$ cat src/rtl/nx_fifo_rd_adapter.sv
// Read-side drain for nx_fifo: pops into a 2-entry head/skid buffer and
// presents a registered valid/ready stream, with flush and a beat counter.
module nx_fifo_rd_adapter #(
  parameter int WIDTH      = 71,
  parameter bit DATA_RESET = 1'b1,
  parameter int CNT_W      = 32
) (
  input  logic             clk,
  input  logic             rst,
  input  logic             fifo_empty,
  input  logic [WIDTH-1:0] fifo_rdata,
  output logic             fifo_ren,
  output logic             fifo_clear,
  input  logic             flush,
  output logic             out_valid,
  input  logic             out_ready,
  output logic [WIDTH-1:0] out_data,
  output logic [1:0]       occupancy,
  output logic [CNT_W-1:0] beat_cnt
);

  typedef enum logic [1:0] {
    OCC0 = 2'd0,
    OCC1 = 2'd1,
    OCC2 = 2'd2
  } occ_e;

  occ_e             occ_q, occ_d;
  logic [WIDTH-1:0] slot0_q, slot0_d;
  logic [WIDTH-1:0] slot1_q, slot1_d;
  logic             valid_q;
  logic             clear_q;
  logic [CNT_W-1:0] cnt_q;
  logic             accept;
  logic             pop;
  logic             cnt_max;

  assign accept  = valid_q && out_ready;
  assign cnt_max = &cnt_q;

  // Pop depends only on registered state and the FIFO flag, never on
  // out_ready; clear_q blocks a pop racing the FIFO's own clear.
  assign pop = !rst && !flush && !clear_q &&
               !fifo_empty && (occ_q != OCC2);

  assign fifo_ren   = pop;
  assign fifo_clear = clear_q;
  assign out_valid  = valid_q;
  assign out_data   = slot0_q;
  assign occupancy  = occ_q;
  assign beat_cnt   = cnt_q;

  always_comb begin
    occ_d   = occ_q;
    slot0_d = slot0_q;
    slot1_d = slot1_q;
    case (occ_q)
      OCC0: begin
        if (pop) begin
          slot0_d = fifo_rdata;
          occ_d   = OCC1;
        end
      end
      OCC1: begin
        if (pop && accept) begin
          slot0_d = fifo_rdata;
        end else if (pop) begin
          slot1_d = fifo_rdata;
          occ_d   = OCC2;
        end else if (accept) begin
          occ_d = OCC0;
        end
      end
      OCC2: begin
        if (accept) begin
          slot0_d = slot1_q;
          occ_d   = OCC1;
        end
      end
      default: occ_d = OCC0;
    endcase
  end

  always_ff @(posedge clk) begin
    if (rst) begin
      occ_q   <= OCC0;
      valid_q <= 1'b0;
      clear_q <= 1'b0;
    end else if (flush) begin
      occ_q   <= OCC0;
      valid_q <= 1'b0;
      clear_q <= 1'b1;
    end else begin
      occ_q   <= occ_d;
      valid_q <= (occ_d != OCC0);
      clear_q <= 1'b0;
    end
  end

  always_ff @(posedge clk) begin
    if (rst || flush) begin
      if (DATA_RESET) begin
        slot0_q <= '0;
        slot1_q <= '0;
      end
    end else begin
      slot0_q <= slot0_d;
      slot1_q <= slot1_d;
    end
  end

  // Accepts during flush still count; the dropped data does not matter.
  always_ff @(posedge clk) begin
    if (rst) begin
      cnt_q <= '0;
    end else if (accept && !cnt_max) begin
      cnt_q <= cnt_q + {{(CNT_W-1){1'b0}}, 1'b1};
    end
  end

endmodule

$ cat config.mk
export PLATFORM = sky130hd
export DESIGN_NAME = nx_fifo_rd_adapter
export DESIGN_NICKNAME = d
export VERILOG_FILES = /design/src/rtl/nx_fifo_rd_adapter.sv
export SDC_FILE = /design/constraint.sdc
export NUM_CORES = 1
export LEC_CHECK = 0
export ABC_AREA = 1
export BUFFER_PORTS_ARGS = -buffer_cell sky130_fd_sc_hd__buf_2
export CAP_MARGIN = 10
export CORE_ASPECT_RATIO = 1.25
export CORE_MARGIN = 1.5
export CORE_UTILIZATION = 54
export DETAILED_ROUTE_END_ITERATION = 8
export PLACE_DENSITY = 0.8
export SYNTH_ARGS = -nofsm -noshare
export SYNTH_HDL_FRONTEND = slang
export SYNTH_SLANG_ARGS = --single-unit
$ cat constraint.sdc
create_clock -name clk -period 2.36 [get_ports clk]
set_input_delay 0.354 -clock clk [delete_from_list [all_inputs] [get_ports clk]]
set_output_delay 0.354 -clock clk [all_outputs]
set_load 0.01 [all_outputs]
Yosys cells after proc, flatten, opt, wreduce, memory -nomap -nowiden --
Index checks and enable logic that the tools add are counted.
Storage, ports and cells: register bits 178, output and inout port bits 108, logic and storage cells 45
Operators by class: add/sub/neg operators 1, equal/unequal tests 6, muxes and demuxes 11, bitwise logic cells 1, reductions and logical operators 20
Operators with widths (number):
- $mux W71 | 3
- $pmux W71 S3 | 1
- $add A32 B1 Y32 const B | 1
- $reduce_and A32 Y1 | 1
- $mux W2 | 5
- $ne A2 B2 Y1 const B | 4
- $logic_and A1 B1 Y1 | 7
- $pmux W2 S3 | 1
- $logic_not A1 Y1 | 5
- $reduce_and A4 Y1 | 1
- $reduce_and A3 Y1 | 1
- $reduce_bool A3 Y1 | 1
- $eq A2 B1 Y1 const B | 1
- $eq A2 B2 Y1 const B | 1
- $logic_not A2 Y1 | 1
- $reduce_bool A2 Y1 | 1
- $reduce_or A2 Y1 | 1
- $logic_or A1 B1 Y1 | 1
- $mux W1 | 1
- $not A1 Y1 | 1

Depth between registers and ports, before layout --
depth in word-level cells 9, depth in mapped cells 11, gate-level depth less buffers 10

Least setup slack after synthesis --
No wires, ideal clock.
path type flip-flop to flip-flop, from register cnt_q[0], in the netlist beat_cnt[0], to register cnt_q[13], in the netlist beat_cnt[13], setup time 143 ps, arrival 1622 ps, data required time 2217 ps, setup slack 595 ps, stages on the path, launching flop included 12, path buffers 1, clock period less this slack 1765 ps, cells stage by stage dfxtp_1 ha_1 nand2_2 nor2_4 nand2_4 nor2_8 nand2_4 nand2_4 inv_1 buf_2 nand2_1 a21oi_2
Between the ends: word-level cells in the longest chain between the ends 3, elaborated cells between the ends (all ways) 4, those cells by class 1 x add/sub; 3 x reduce/logical
Ends and longest elaborated chain:
- start: declaration | RTL line 33 | logic [CNT_W-1:0] cnt_q;
- start signal: assignment | RTL line 117 | cnt_q <= cnt_q + {{(CNT_W-1){1'b0}}, 1'b1};
- branches (longest 3 deep; another with $add A32 B1 Y32)
Several ways; the timed one is not identified. A chain may end at the register's enable or synchronous reset.

Worst setup path in the final report --
from register cnt_q[0], in the netlist beat_cnt[0], to register cnt_q[15], in the netlist beat_cnt[15]
The elaborated chain is that of the path after synthesis.

==> summary.md <==
| Metric | Value |
|---|---|
| Outcome | completed |
| Most frequent cells in the layout | nand2_1, buf_2, dfxtp_1 |
| Initial antenna violation count | 3 |
| Minimum clock period | roughly 2.1 ns |
| Top Ports | 184 |
| Clk Latency, worst-skew pair | 0.43 ns |
| Worst hold path class | in -> reg |
| Area of the core | 13930 sq um |
| Cells after DPL | 1374 |
| Share of the synthesized area in the top cell type | 45.70% |
| Gates resized, CTS repair | 0 |
| I/O Buffers | approximately 180 |
| Htree depth | 4 |
| Post-synth EDFFs | 0 |
| Fmax | approximately 0.48 GHz |
| HPWL Detailed | 12.80 mm |
| Slew headroom | between 40% and 50% |
| First-pass GRT wire length | approximately 32 mm |
| Sequential element share of the synthesized area | about 46% |
| Crit Path Max Fanout | 23 |
| Most frequently used flop master after synthesis | dfxtp_1 |
| Wire per inst | 13.76 microns |
| Clock buffer depth | 2 |
| Critical path data arrival time | 2.40 ns |
| Clk sink count | 178 |
| DIE AREA | between 15000 and 20000 sq um |
| Starting Density | between 50% and 60% |
| Sw power | around 1.4 mW |
| Post-CTS Setup Inserts | 0 |
| PD cells | approximately 660 nW/um^2 |
| CTS tree | yes |
| Final wirelength | 19.41 mm |
| Finished Layout Cells | 1410 |
| Fin. Hold Viols | 0 |
| Row count | 48 |
| Die width | approximately 110 microns |
| Required time of the worst setup path | around 2.7 ns |
| Most common cell after layout, fill and taps aside | nand2_1 |
| Worst-Margin Slew | about 0.75 ns |
| Logic pwr share | about 4.9% |
| Nets | 1295 |
| # DRC | 0 |
| Pre-Repair DR Iteration Count | 5 |
| Vias in the first global route | around 6800 |
| Share of cells above drive strength 1 | a little under a quarter |
| Layout Skew | 0.007578 ns |
| Area Growth Syn to Fin | 19.93% |
| Clock power frac | a little under half |
| Largest net degree at the start of global routing | around 150 |
| Count of final setup violators | 0 |
| Syn Inst Count | ~1100 |
| Total number of vias | 7445 |
| CP endpoint kind | register |
| Post-Syn Area | around 7800 sq um |
| Cell taking the most area after synthesis | dfxtp_1 |
| Total power | about 6.2 mW |
| Ys Warns | 0 |
| Via density | approximately 5.3 |
| Clk slew on worst S/H paths | approximately 0.07 ns |
| Count of different cell masters after synthesis | 31 |
| Critical path class | reg -> reg |
| Syn Nets | ~1100 |
| Post-DRT Antenna Nets | 0 |
| Routability cong. | ~0.95 |
| CTS root buf | clkbuf_16 |
| Number of max-cap violations | 0 |
| CTS buffer count | 17 |
| Sw Share | 23.05% |
| Async S/R FF share, synth | 0% |
| Tot GR Track Use | between 20% and 30% |
| Seq cells post-synth | 178 |
| Cell Int Power | 4.749 mW |
| Leak Pwr | ~4 nW |
| Peak supply drop | ~0.54 mV |
| Die H | around 140 microns |
| Synth Area per Inst | between 7 and 8 sq um |
| Area contributors post-synth | dfxtp_1, nand2_1, o21ai_0 |
| Post-route clock period utilization | around nine tenths |
| Slew Viols, Final | 0 |
| Cts hold-fix bufs | 0 |
| Remaining global-route overflow | 0 |
| CP Launch Type | register |
| Sequential Power Share | 49.4% |
| Iter 0 DRT Violations | approximately 500 |
| Unrepaired setup endpoints after global routing | no |
| Final TNS setup | 0 ns |
-- power by group through the flow --
stage               logic (mW)  registers, mW  clock network, mW
floorplan                0.149           3.13                  0
global placement         0.296           3.11                  0
detailed placement       0.301           3.11                  0
CTS                      0.304           3.05               2.87
global route             0.339           3.05               2.98
finish                   0.302           3.05               2.82
-- Yosys cell counts (3+ instances only) --
cell / instances
a21oi_1: 44
a21oi_2: 20
a31oi_1: 71
buf_1: 4
buf_2: 13
buf_4: 3
buf_6: 6
clkbuf_1: 40
dfxtp_1: 178
inv_1: 74
inv_2: 3
nand2_1: 266
nand2_2: 12
nand2_4: 3
nand3_1: 14
nand4_1: 9
nor2_1: 126
nor2_2: 3
nor2_4: 3
nor3_1: 5
o21ai_0: 147
xnor2_1: 6
xor2_1: 10
-- final cells by class --
type | count | area (sq um)
Sequential cell | 178 | 3563
Multi-Input combinational cell | 745 | 3583
Antenna cell | 4 | 10.01
Inverter | 78 | 294.0
Tap cell | 175 | 219.0
Fill cell | 1210 | 4582
Timing Repair Buffer | 198 | 1091
Clock inverter | 14 | 151.4
Clock buffer | 18 | 439.2
-- path summary, 6_finish.rpt --
kind | start | depth (start not counted) | to | slack, ns
max | beat_cnt[0] | 10 | beat_cnt[15] | 0.26
max reg2reg | beat_cnt[0] | 10 | beat_cnt[15] | 0.26
min | fifo_rdata[12] | 3 | slot1_q[12] | 0.17
min reg2reg | slot1_q[27] | 2 | slot1_q[27] | 0.44
-- state kept, by name (all words and copies together), names as in the netlist --
signal and flops:
beat_cnt 32, fifo_clear 1, occupancy 2, out_data 71, out_valid 1, slot1_q 71
-- per-layer routing --
layer	wire, microns	GRT usage (%)	vias to the layer above
li1	-	-	3796
met5	0	0	-
met2	9497	44.20	213
met1	7934	29.14	3386
met3	1261	7.039	50
met4	711	13.25	0
-- metrics by stage --
| stage | cell area [sq um] | worst slack (ns) | util, % | hold WS (ns) |
|---|---|---|---|---|
| final | 9351 | 0.2591 | 67.12 | 0.1659 |
| after global placement | 8751 | 0.4173 | 62.81 | 0.4316 |
| after global routing | 9346 | 0.07078 | 67.08 | 0.1590 |
| after floorplan | 7797 | 0.5945 | - | 0.4237 |
| after detailed placement | 8751 | 0.3355 | 62.81 | 0.4360 |
| after CTS | 9341 | 0.2658 | 67.04 | 0.1500 |
-- worst max-delay path: stages, from the launching register on --
cell     delay (ns)
dfxtp_1        0.44
ha_1           0.25
nand2_2        0.08
nor2_4         0.17
nand2_4        0.10
nor2_8         0.15
nand2_4        0.10
nand2_4        0.07
inv_1          0.32
nand2_1        0.21
a21oi_2        0.07
-- cells by family after synthesis --
group,count (synthesis),synth area share [%]
simple gates,445,23.62
compound gates,283,20.28
flops,178,45.70
buf+inv,147,8.440
xor+xnor,16,1.797
fa+ha+maj,1,0.1604
(Power assumes the default switching activity.)
